==> config.mk <==
export PLATFORM = sky130hd
export DESIGN_NAME = instr_encoder_loader
export DESIGN_NICKNAME = d
export VERILOG_FILES = /design/src/rtl/instr_encoder_loader_pkg.sv /design/src/rtl/instr_encoder_loader_fifo.sv /design/src/rtl/instr_encoder_loader.sv
export SDC_FILE = /design/constraint.sdc
export NUM_CORES = 1
export LEC_CHECK = 0
export ABC_CLOCK_PERIOD_IN_PS = 3100
export BUFFER_PORTS_ARGS = -buffer_cell sky130_fd_sc_hd__buf_2
export CORE_ASPECT_RATIO = 1.1
export CORE_UTILIZATION = 45
export CTS_CLUSTER_SIZE = 25
export DETAILED_ROUTE_END_ITERATION = 8
export PLACE_DENSITY = 0.67
export SYNTH_ARGS = -nofsm -noshare
export SYNTH_HDL_FRONTEND = slang
export SYNTH_SLANG_ARGS = --single-unit
==> constraint.sdc <==
create_clock -name clk -period 3.1 [get_ports clk]
set_input_delay 0.62 -clock clk [delete_from_list [all_inputs] [get_ports clk]]
set_output_delay 0.62 -clock clk [all_outputs]
set_load 0.02 [all_outputs]
==> src/rtl/instr_encoder_loader_pkg.sv <==
// Opcode map, op-select codes and field packers shared by the instruction encoder/loader.
package instr_encoder_loader_pkg;

  localparam int INSTR_W = 32;

  localparam logic [5:0] OP_RTYPE = 6'b000000;
  localparam logic [5:0] OP_LW    = 6'b100011;
  localparam logic [5:0] OP_SW    = 6'b101011;
  localparam logic [5:0] OP_BEQ   = 6'b000100;
  localparam logic [5:0] OP_BLTZ  = 6'b000001;
  localparam logic [5:0] OP_NORI  = 6'b001101;
  localparam logic [5:0] OP_BZ    = 6'b011000;
  localparam logic [5:0] OP_JSPAL = 6'b010011;
  localparam logic [5:0] OP_J     = 6'b000010;

  localparam int OP_LSB  = 26;
  localparam int RS_LSB  = 21;
  localparam int RT_LSB  = 16;
  localparam int RD_LSB  = 11;
  localparam int SH_LSB  = 6;
  localparam int FN_LSB  = 0;
  localparam int IMM_LSB = 0;

  typedef enum logic [3:0] {
    SEL_R     = 4'd0,
    SEL_LW    = 4'd1,
    SEL_SW    = 4'd2,
    SEL_BEQ   = 4'd3,
    SEL_BLTZ  = 4'd4,
    SEL_NORI  = 4'd5,
    SEL_BZ    = 4'd6,
    SEL_JSPAL = 4'd7,
    SEL_J     = 4'd8
  } op_sel_e;

  function automatic logic [INSTR_W-1:0] pack_r(input logic [5:0] op, input logic [4:0] rs,
                                                input logic [4:0] rt, input logic [4:0] rd,
                                                input logic [4:0] sh, input logic [5:0] fn);
    logic [INSTR_W-1:0] w;
    w = '0;
    w[OP_LSB +: 6] = op;
    w[RS_LSB +: 5] = rs;
    w[RT_LSB +: 5] = rt;
    w[RD_LSB +: 5] = rd;
    w[SH_LSB +: 5] = sh;
    w[FN_LSB +: 6] = fn;
    return w;
  endfunction

  function automatic logic [INSTR_W-1:0] pack_i(input logic [5:0] op, input logic [4:0] rs,
                                                input logic [4:0] rt, input logic [15:0] imm);
    logic [INSTR_W-1:0] w;
    w = '0;
    w[OP_LSB +: 6]   = op;
    w[RS_LSB +: 5]   = rs;
    w[RT_LSB +: 5]   = rt;
    w[IMM_LSB +: 16] = imm;
    return w;
  endfunction

  function automatic logic [INSTR_W-1:0] pack_j(input logic [5:0] op, input logic [25:0] tgt);
    logic [INSTR_W-1:0] w;
    w = '0;
    w[OP_LSB +: 6]   = op;
    w[IMM_LSB +: 26] = tgt;
    return w;
  endfunction

endpackage

==> src/rtl/instr_encoder_loader_fifo.sv <==
// Circular buffer of encoded instruction words; control is async-reset, storage is not reset.
module encoder_fifo #(
  parameter int DEPTH  = 4,
  parameter int DATA_W = 32
) (
  input  logic                     clk,
  input  logic                     reset,
  input  logic                     i_flush,
  input  logic                     i_push,
  input  logic                     i_pop,
  input  logic [DATA_W-1:0]        i_wdata,
  output logic [DATA_W-1:0]        o_rdata,
  output logic                     o_full,
  output logic                     o_empty,
  output logic [$clog2(DEPTH):0]   o_count
);

  localparam int AW = $clog2(DEPTH);

  logic [DATA_W-1:0] r_mem [DEPTH];
  logic [AW-1:0]     r_wptr;
  logic [AW-1:0]     r_rptr;
  logic [AW:0]       r_count;
  logic              w_push_ok;
  logic              w_pop_ok;

  assign o_full    = (r_count == (AW+1)'(DEPTH));
  assign o_empty   = (r_count == '0);
  assign o_count   = r_count;
  assign o_rdata   = r_mem[r_rptr];
  assign w_push_ok = i_push && !o_full && !i_flush;
  assign w_pop_ok  = i_pop && !o_empty && !i_flush;

  // Power-of-two depth lets the pointers wrap by natural overflow.
  always_ff @(posedge clk or posedge reset) begin
    if (reset) begin
      r_wptr  <= '0;
      r_rptr  <= '0;
      r_count <= '0;
    end else if (i_flush) begin
      r_wptr  <= '0;
      r_rptr  <= '0;
      r_count <= '0;
    end else begin
      if (w_push_ok) r_wptr <= r_wptr + AW'(1);
      if (w_pop_ok)  r_rptr <= r_rptr + AW'(1);
      case ({w_push_ok, w_pop_ok})
        2'b10:   r_count <= r_count + (AW+1)'(1);
        2'b01:   r_count <= r_count - (AW+1)'(1);
        default: r_count <= r_count;
      endcase
    end
  end

  always_ff @(posedge clk) begin
    if (w_push_ok) r_mem[r_wptr] <= i_wdata;
  end

endmodule

==> src/rtl/instr_encoder_loader.sv <==
// Encodes op requests into 32-bit instructions, buffers them and streams them into instruction memory.
module instr_encoder_loader
  import instr_encoder_loader_pkg::*;
#(
  parameter int          DEPTH     = 4,
  parameter int          MEM_WORDS = 256,
  parameter logic [31:0] BASE_ADDR = 32'h0
) (
  input  logic                         clk,
  input  logic                         reset,
  input  logic                         clear,
  input  logic                         in_valid,
  output logic                         in_ready,
  input  logic [3:0]                   in_op,
  input  logic [4:0]                   in_rs,
  input  logic [4:0]                   in_rt,
  input  logic [4:0]                   in_rd,
  input  logic [4:0]                   in_shamt,
  input  logic [5:0]                   in_funct,
  input  logic [25:0]                  in_imm,
  output logic                         im_we,
  output logic [31:0]                  im_addr,
  output logic [31:0]                  im_wdata,
  output logic [$clog2(MEM_WORDS):0]   word_count,
  output logic                         busy,
  output logic                         full,
  output logic                         err
);

  localparam int              CW      = $clog2(MEM_WORDS) + 1;
  localparam logic [CW-1:0]   MEM_LIM = CW'(MEM_WORDS);

  logic [CW-1:0]            r_acc_cnt;
  logic [CW-1:0]            r_widx;
  logic                     r_full;
  logic                     r_err;
  logic [INSTR_W-1:0]       w_word;
  logic [INSTR_W-1:0]       w_head;
  logic                     w_legal;
  logic                     w_ready;
  logic                     w_accept;
  logic                     w_push;
  logic                     w_pop;
  logic                     w_fifo_full;
  logic                     w_fifo_empty;
  logic [$clog2(DEPTH):0]   w_fifo_count;

  always_comb begin
    w_word = '0;
    case (in_op)
      SEL_R:     w_word = pack_r(OP_RTYPE, in_rs, in_rt, in_rd, in_shamt, in_funct);
      SEL_LW:    w_word = pack_i(OP_LW,    in_rs, in_rt, in_imm[15:0]);
      SEL_SW:    w_word = pack_i(OP_SW,    in_rs, in_rt, in_imm[15:0]);
      SEL_BEQ:   w_word = pack_i(OP_BEQ,   in_rs, in_rt, in_imm[15:0]);
      SEL_NORI:  w_word = pack_i(OP_NORI,  in_rs, in_rt, in_imm[15:0]);
      SEL_BLTZ:  w_word = pack_i(OP_BLTZ,  in_rs, 5'd0,  in_imm[15:0]);
      SEL_BZ:    w_word = pack_i(OP_BZ,    in_rs, 5'd0,  in_imm[15:0]);
      SEL_JSPAL: w_word = pack_i(OP_JSPAL, in_rs, 5'd0,  in_imm[15:0]);
      SEL_J:     w_word = pack_j(OP_J,     in_imm);
      default:   w_word = '0;
    endcase
  end

  // Ready depends only on registered state, so a pop cannot free a slot for a same-cycle push.
  assign w_legal  = (in_op <= 4'd8);
  assign w_ready  = !reset && !clear && !w_fifo_full && (r_acc_cnt < MEM_LIM);
  assign w_accept = in_valid && w_ready;
  assign w_push   = w_accept && w_legal;
  assign w_pop    = !w_fifo_empty && !clear;

  encoder_fifo #(
    .DEPTH  (DEPTH),
    .DATA_W (INSTR_W)
  ) u_fifo (
    .clk     (clk),
    .reset   (reset),
    .i_flush (clear),
    .i_push  (w_push),
    .i_pop   (w_pop),
    .i_wdata (w_word),
    .o_rdata (w_head),
    .o_full  (w_fifo_full),
    .o_empty (w_fifo_empty),
    .o_count (w_fifo_count)
  );

  always_ff @(posedge clk or posedge reset) begin
    if (reset) begin
      r_acc_cnt <= '0;
      r_widx    <= '0;
      r_full    <= 1'b0;
      r_err     <= 1'b0;
    end else if (clear) begin
      r_acc_cnt <= '0;
      r_widx    <= '0;
      r_full    <= 1'b0;
      r_err     <= 1'b0;
    end else begin
      if (w_push) begin
        r_acc_cnt <= r_acc_cnt + CW'(1);
        if (r_acc_cnt == MEM_LIM - CW'(1)) r_full <= 1'b1;
      end
      if (w_accept && !w_legal) r_err <= 1'b1;
      if (w_pop) r_widx <= r_widx + CW'(1);
    end
  end

  assign in_ready   = w_ready;
  assign im_we      = w_pop;
  assign im_wdata   = w_pop ? w_head : '0;
  assign im_addr    = BASE_ADDR + (32'(r_widx) << 2);
  assign word_count = r_widx;
  assign busy       = (w_fifo_count != '0);
  assign full       = r_full;
  assign err        = r_err;

endmodule
Word level (Yosys, flattened, before mapping)
Memory sizes are Yosys's and may differ from the RTL's.
Index checks and enable logic that the tools add are counted.
{"block": "classes", "addsub": 6, "multipliers": 0, "div": 0, "order_cmp": 2, "n_eq_ne": 12, "shifts": 0, "n_mux": 19, "bitwise_logic": 0, "reduce_logical": 27}
{"op": "one-hot mux 32 bit (9 select lines)", "n": 1}
{"op": "2-to-1 mux 9 bit", "n": 4}
{"op": "2-to-1 mux 32 bit", "n": 1}
{"op": "adder 9 x 1 -> 9 bit (second input constant)", "n": 2}
{"op": "== test 4 x 3 -> 1 bit (second input constant)", "n": 4}
{"op": "nonzero test 2 bit", "n": 6}
{"op": "logical AND 1 bit", "n": 11}
{"op": "== test 9 x 8 -> 1 bit (second input constant)", "n": 1}
{"op": "less-than comparator 9 bit (second input constant)", "n": 1}
{"op": "== test 4 x 2 -> 1 bit (second input constant)", "n": 2}
{"op": "2-to-1 mux 2 bit", "n": 4}
{"op": "2-to-1 mux 1 bit", "n": 7}
{"op": "one-hot mux 3 bit (2 select lines)", "n": 1}
{"op": "nonzero test 3 bit", "n": 2}
{"op": "logical NOT 1 bit", "n": 5}
{"op": "adder 2 x 1 -> 2 bit (second input constant)", "n": 2}
{"op": "== test 4 x 1 -> 1 bit (second input constant)", "n": 1}
{"op": "== test 4 bit (second input constant)", "n": 1}
{"op": "<= comparator 4 bit (second input constant)", "n": 1}
{"op": "logical NOT 4 bit", "n": 1}
{"op": "adder 3 x 1 -> 3 bit (second input constant)", "n": 1}
{"op": "== test 3 bit (second input constant)", "n": 1}
{"op": "logical NOT 3 bit", "n": 1}
{"op": "2-to-1 mux 3 bit", "n": 1}
{"op": "4 further kinds", "n": 4}
{"block": "word_totals", "reg_bits": 27, "latch_bits": 0, "ramBits": 128, "romBits": 0, "in_bits": 60, "output_inout_bits": 78, "word_cells": 74, "mem_count": 1}
{"name": "u_fifo.r_mem", "depth": 4, "width": 32, "read_ports": 1, "rd_clocked_by_memory_dff": 0, "write_ports": 1, "line": "instr_encoder_loader_fifo.sv:20", "text": "logic [DATA_W-1:0] r_mem [DEPTH];"}

Longest topological paths before layout
{"block": "depth", "depth_word": 11, "ltp_mapped": 9, "depth_no_buf": 8}

By module
From an unflattened synthesis, not the netlist that was laid out.
{"block": "hier_totals", "hier_cells": 514, "hier_area_um2": 7190.6}
{"module": "encoder_fifo", "instances": 1, "cells_per_inst": 235, "area_each_um2": 5215.0, "seq_area_each_um2": 4018.9}
{"module": "instr_encoder_loader", "instances": 1, "cells_per_inst": 279, "area_each_um2": 1975.6, "seq_area_each_um2": 500.5}

Worst setup path after synthesis
No wires, ideal clock.
{"block": "synth_path", "path_type": "input to register", "from": "input port clear", "to": "memory u_fifo.r_mem[0][0] (enable)", "setup_time_ns": 0.392, "t_arrival_ns": 2.581, "required_ns": 2.708, "path_slack_ns": 0.127, "path_stages": 4, "n_path_buf": 1, "path_cell_list": "or4b_1 > a211oi_2 > buf_2 > and2_1"}
{"block": "synth_between", "elab_chain_cells": 10}
{"item": "from (decl)", "line": "instr_encoder_loader.sv:11", "text": "input logic clear,"}
{"item": "logical NOT 1 bit (*)", "line": "instr_encoder_loader_fifo.sv:31, instr_encoder_loader.sv:66"}
{"item": "logical AND 1 bit (3 in series)", "line": "instr_encoder_loader.sv:66", "text": "assign w_ready = !reset && !clear && !w_fifo_full && (r_acc_cnt < MEM_LIM);"}
{"item": "logical AND 1 bit", "line": "instr_encoder_loader.sv:67", "text": "assign w_accept = in_valid && w_ready;"}
{"item": "logical AND 1 bit", "line": "instr_encoder_loader.sv:68", "text": "assign w_push = w_accept && w_legal;"}
{"item": "logical AND 1 bit", "line": "instr_encoder_loader_fifo.sv:31", "text": "assign w_push_ok = i_push && !o_full && !i_flush;"}
{"item": "logical AND 1 bit (*)", "line": "instr_encoder_loader_fifo.sv:31"}
{"item": "2-to-1 mux 1 bit (*)", "line": "instr_encoder_loader_fifo.sv:56", "text": "if (w_push_ok) r_mem[r_wptr] <= i_wdata;"}
{"item": "2-to-1 mux 1 bit (not written as such) (*)", "line": "instr_encoder_loader_fifo.sv:56"}
{"item": "to (decl)", "line": "instr_encoder_loader_fifo.sv:20"}
Mark *: on every way between the ends. The rest lies on a longest branch, timed or not.

Worst setup path after layout
{"block": "layout_path", "from": "register u_fifo.r_rptr[0]", "to": "output port im_wdata[0]"}
{"block": "layout_between", "elab_chain_cells": 2}
{"item": "from (decl)", "line": "instr_encoder_loader_fifo.sv:22", "text": "logic [AW-1:0] r_rptr;"}
{"item": "from (signal assigned)", "line": "instr_encoder_loader_fifo.sv:46", "text": "if (w_pop_ok) r_rptr <= r_rptr + AW'(1);"}
{"item": "memory read (4 x 32 bit)"}
{"item": "2-to-1 mux 32 bit", "line": "instr_encoder_loader.sv:110", "text": "assign im_wdata = w_pop ? w_head : '0;"}
{"item": "to (decl)", "line": "instr_encoder_loader.sv:23", "text": "output logic [31:0] im_wdata,"}
No other way between the ends.

==> flow_metrics.tcl <==
set metrics [dict create \
    p_leak_uw 0.00341 \
    crit_path_cell_trace "buf_12 > mux4_2 > and3_1 > buf_2" \
    die_h_um 134 \
    path_class "flip-flop to output port" \
    cp-start-kind "flip-flop" \
    rrSetupSlack_ns 0.70 \
    drt_iter0_markers 288 \
    synth_top_family_by_area "multiplexers" \
    post-place-ws_ns 0.386 \
    synth_top_area_share_pct 53.7 \
    crit_required_ns 2.48 \
    cts_resized 0 \
    post_cts_buffers 0 \
    rsz0062_at_grt "no" \
    hold_violations 0 \
    ir_drop_uv 466 \
    slew_headroom_pct 29.9 \
    clock-root-buffer "clkbuf_16" \
    antenna_found_initial 0 \
    synth_edf_count 128 \
    power.total_uw 6070 \
    rows 47 \
    synth-simple-area-share_pct 9.86 \
    drc 0 \
    clock_sinks 155 \
    grtUsageTotal_pct 19.0 \
    synth_flop_cell "edfxtp_1" \
    syn-cell-area_mm2 0.00716 \
    tightest_slew_ns 1.05 \
    synth_cell_types 50 \
    drt-total-wl_um 15000 \
    synth.mux.area_fraction_pct 10.4 \
    yosysMostFrequentCell "edfxtp_1" \
    final_util_pct 55.6 \
    initial_utilization_pct 46.8 \
    firstDrtPassIters 5 \
    status "finished, final reports clean" \
    skew_ns 0.00671 \
    detail-route-antenna-nets 0 \
    syn_inst 508 \
    period_share_pct 92.5 \
    cp-end-kind "output port" \
    max_stage_delay_ns 0.61 \
    rr_startpoint "u_fifo.o_count[0]$_DFFE_PP0P_" \
    core_area_mm2 0.0153 \
    vias 4537 \
    hpwl_um 9760 \
    placed_cells 792 \
    r2r_end "u_fifo.o_count[2]$_DFFE_PP0P_" \
    syn2layout_area_growth_pct 18.7 \
    grt_pass1_vias 4371 \
    p_per_area_mw_per_mm2 714 \
    gp_congestion 0.741 \
    crit_slowest_cell "dfrtp_2" \
    synth_area_leader_cell "edfxtp_1" \
    wire_per_inst_um 18.2 \
    die_w_um 122 \
    hp-class "input port to asynchronous set/reset pin" \
    ys_warn_count 0 \
    syn_area_per_cell_um2 14.1 \
    instances_no_fill 824 \
    clkSlewWorstSetupHoldPaths_ns 0.06 \
    htree_levels 4 \
    diodes 0 \
    synthArstFlopShare_pct 17.4 \
    cp_data_arrival_time_ns 2.25 \
    cts_inserted_buffers 17 \
    cts_buffer_depth 2 \
    portBuffers 114 \
    synth_area_leaders "edfxtp_1 54%, mux4_2 10%, dfrtp_1 9.4%" \
    synthAdderAreaFrac_pct 1.50 \
    cap_violations 0 \
    grt_pass1_wl_um 23100 \
    nNetsFinal 683 \
    max_freq_ghz 0.349 \
    yosysSeqAreaShare_pct 63.2 \
    grt-ovfl-total 0 \
    finalSetupTns_ns 0 \
    critical-path-top-delay-family "flip-flops" \
    crit_start "u_fifo.r_rptr[0]$_DFFE_PP0P_" \
    dieArea_mm2 0.0164 \
    path_buf_inv 2 \
    synthXorXnorAreaFrac_pct 1.71 \
    timing.final.crit_period_ns 2.87 \
    pin_count 138 \
    synth_compound_area_share_pct 7.22 \
    slew_viol_final 0 \
    vias_per_cell 5.51 \
    clkLatencyLatePin_ns 0.42 \
    synth_common_cells "128 x edfxtp_1, 54 x nand2_1, 35 x and3_1, 32 x buf_4, 32 x mux4_2" \
    grt_max_degree 47 \
    worstRegToRegCells 7 \
    cts_hold_buf 0 \
    setup_slack_ns 0.231 \
    finalSetupViolations 0 \
    crit_fanout 24 \
    drive_gt1_share_pct 32.6 \
    ys_ff_latch 155 \
    tritoncts "built" \
    nFillCells 1244 \
]
-- worst max-delay path by stage --
stage	cells past startpoint	endpoint
final	4	im_wdata[0]
after global placement	7	u_fifo.o_count[2]$_DFFE_PP0P_
after global routing	4	im_wdata[25]
after CTS	4	im_wdata[25]
after floorplan	4	u_fifo.r_mem[0][0]$_DFFE_PP_
after detailed placement	7	u_fifo.o_count[2]$_DFFE_PP0P_
-- sequential cells by signal, summed over array words and instances (netlist names) --
register        cells
u_fifo.r_mem      128
err                 1
u_fifo.r_rptr       2
u_fifo.o_count      3
word_count          9
full                1
r_acc_cnt           9
u_fifo.r_wptr       2
-- cells in the final DEF (no fill, tap or decap), types with 3 or more instances in the layout --
cell type and count:
a21oi_1 21, nor2_1 18, bufinv_16 3, conb_1 23, mux4_2 32, inv_6 5, edfxtp_1 128, or3_1 3
nor3_1 5, buf_4 15, xor2_1 6, nand2_1 54, and2_1 5, ha_1 7, nand3_1 8, buf_2 114
clkbuf_16 17, inv_1 13, xnor2_1 8, dfrtp_1 26, o21ai_0 7, buf_12 5, o32ai_1 5, a32oi_1 5
and3_1 35, o2bb2ai_1 5, clkinv_4 3, a31oi_1 17
-- power breakdown --
group          internal [uW]  switching (uW)
Clock                   1280             848
Sequential              2330            74.6
Combinational            606             927
Total                   4220            1850
-- layout make-up --
cell class / count / area, um2 / share of cell area, %
tap: 196 / 245 / 2.89
clock inverter: 15 / 188 / 2.21
multi-input combinational: 294 / 2290 / 26.9
clock buffer: 17 / 425 / 5.01
sequential: 155 / 4520 / 53.2
timing repair buffer: 134 / 783 / 9.22
inverter: 13 / 48.8 / 0.574
-- per-layer routing --
layer | vias to the layer above | part of all wire, % | GRT usage, %
met3 | 16 | 6.0 | 4.29
li1 | 2089 | - | -
met2 | 173 | 49 | 30.3
met5 | - | 0 | 0
met4 | 0 | 1.3 | 5.83
met1 | 2259 | 44 | 25.8
-- through the flow --
| stage | cell area, um2 | hold slack (ns) |
|---|---|---|
| 2_1_floorplan | 7240 | 0.489 |
| 3_3_place_gp | 7880 | 0.482 |
| 3_5_place_dp | 7880 | 0.509 |
| 4_1_cts | 8500 | 0.504 |
| 5_1_grt | 8500 | 0.543 |
| 6_report | 8500 | 0.477 |
-- cells by family (layout without fill, tap and decap cells) --
logic type / count (synthesis) / in the layout
simple gates: 142 / 142
buf+inv: 81 / 179
fa+ha+maj: 8 / 8
other cells: 1 / 23
mux: 34 / 34
xor+xnor: 14 / 14
compound gates: 73 / 73
flops: 155 / 155
(Power assumes the default switching activity.)
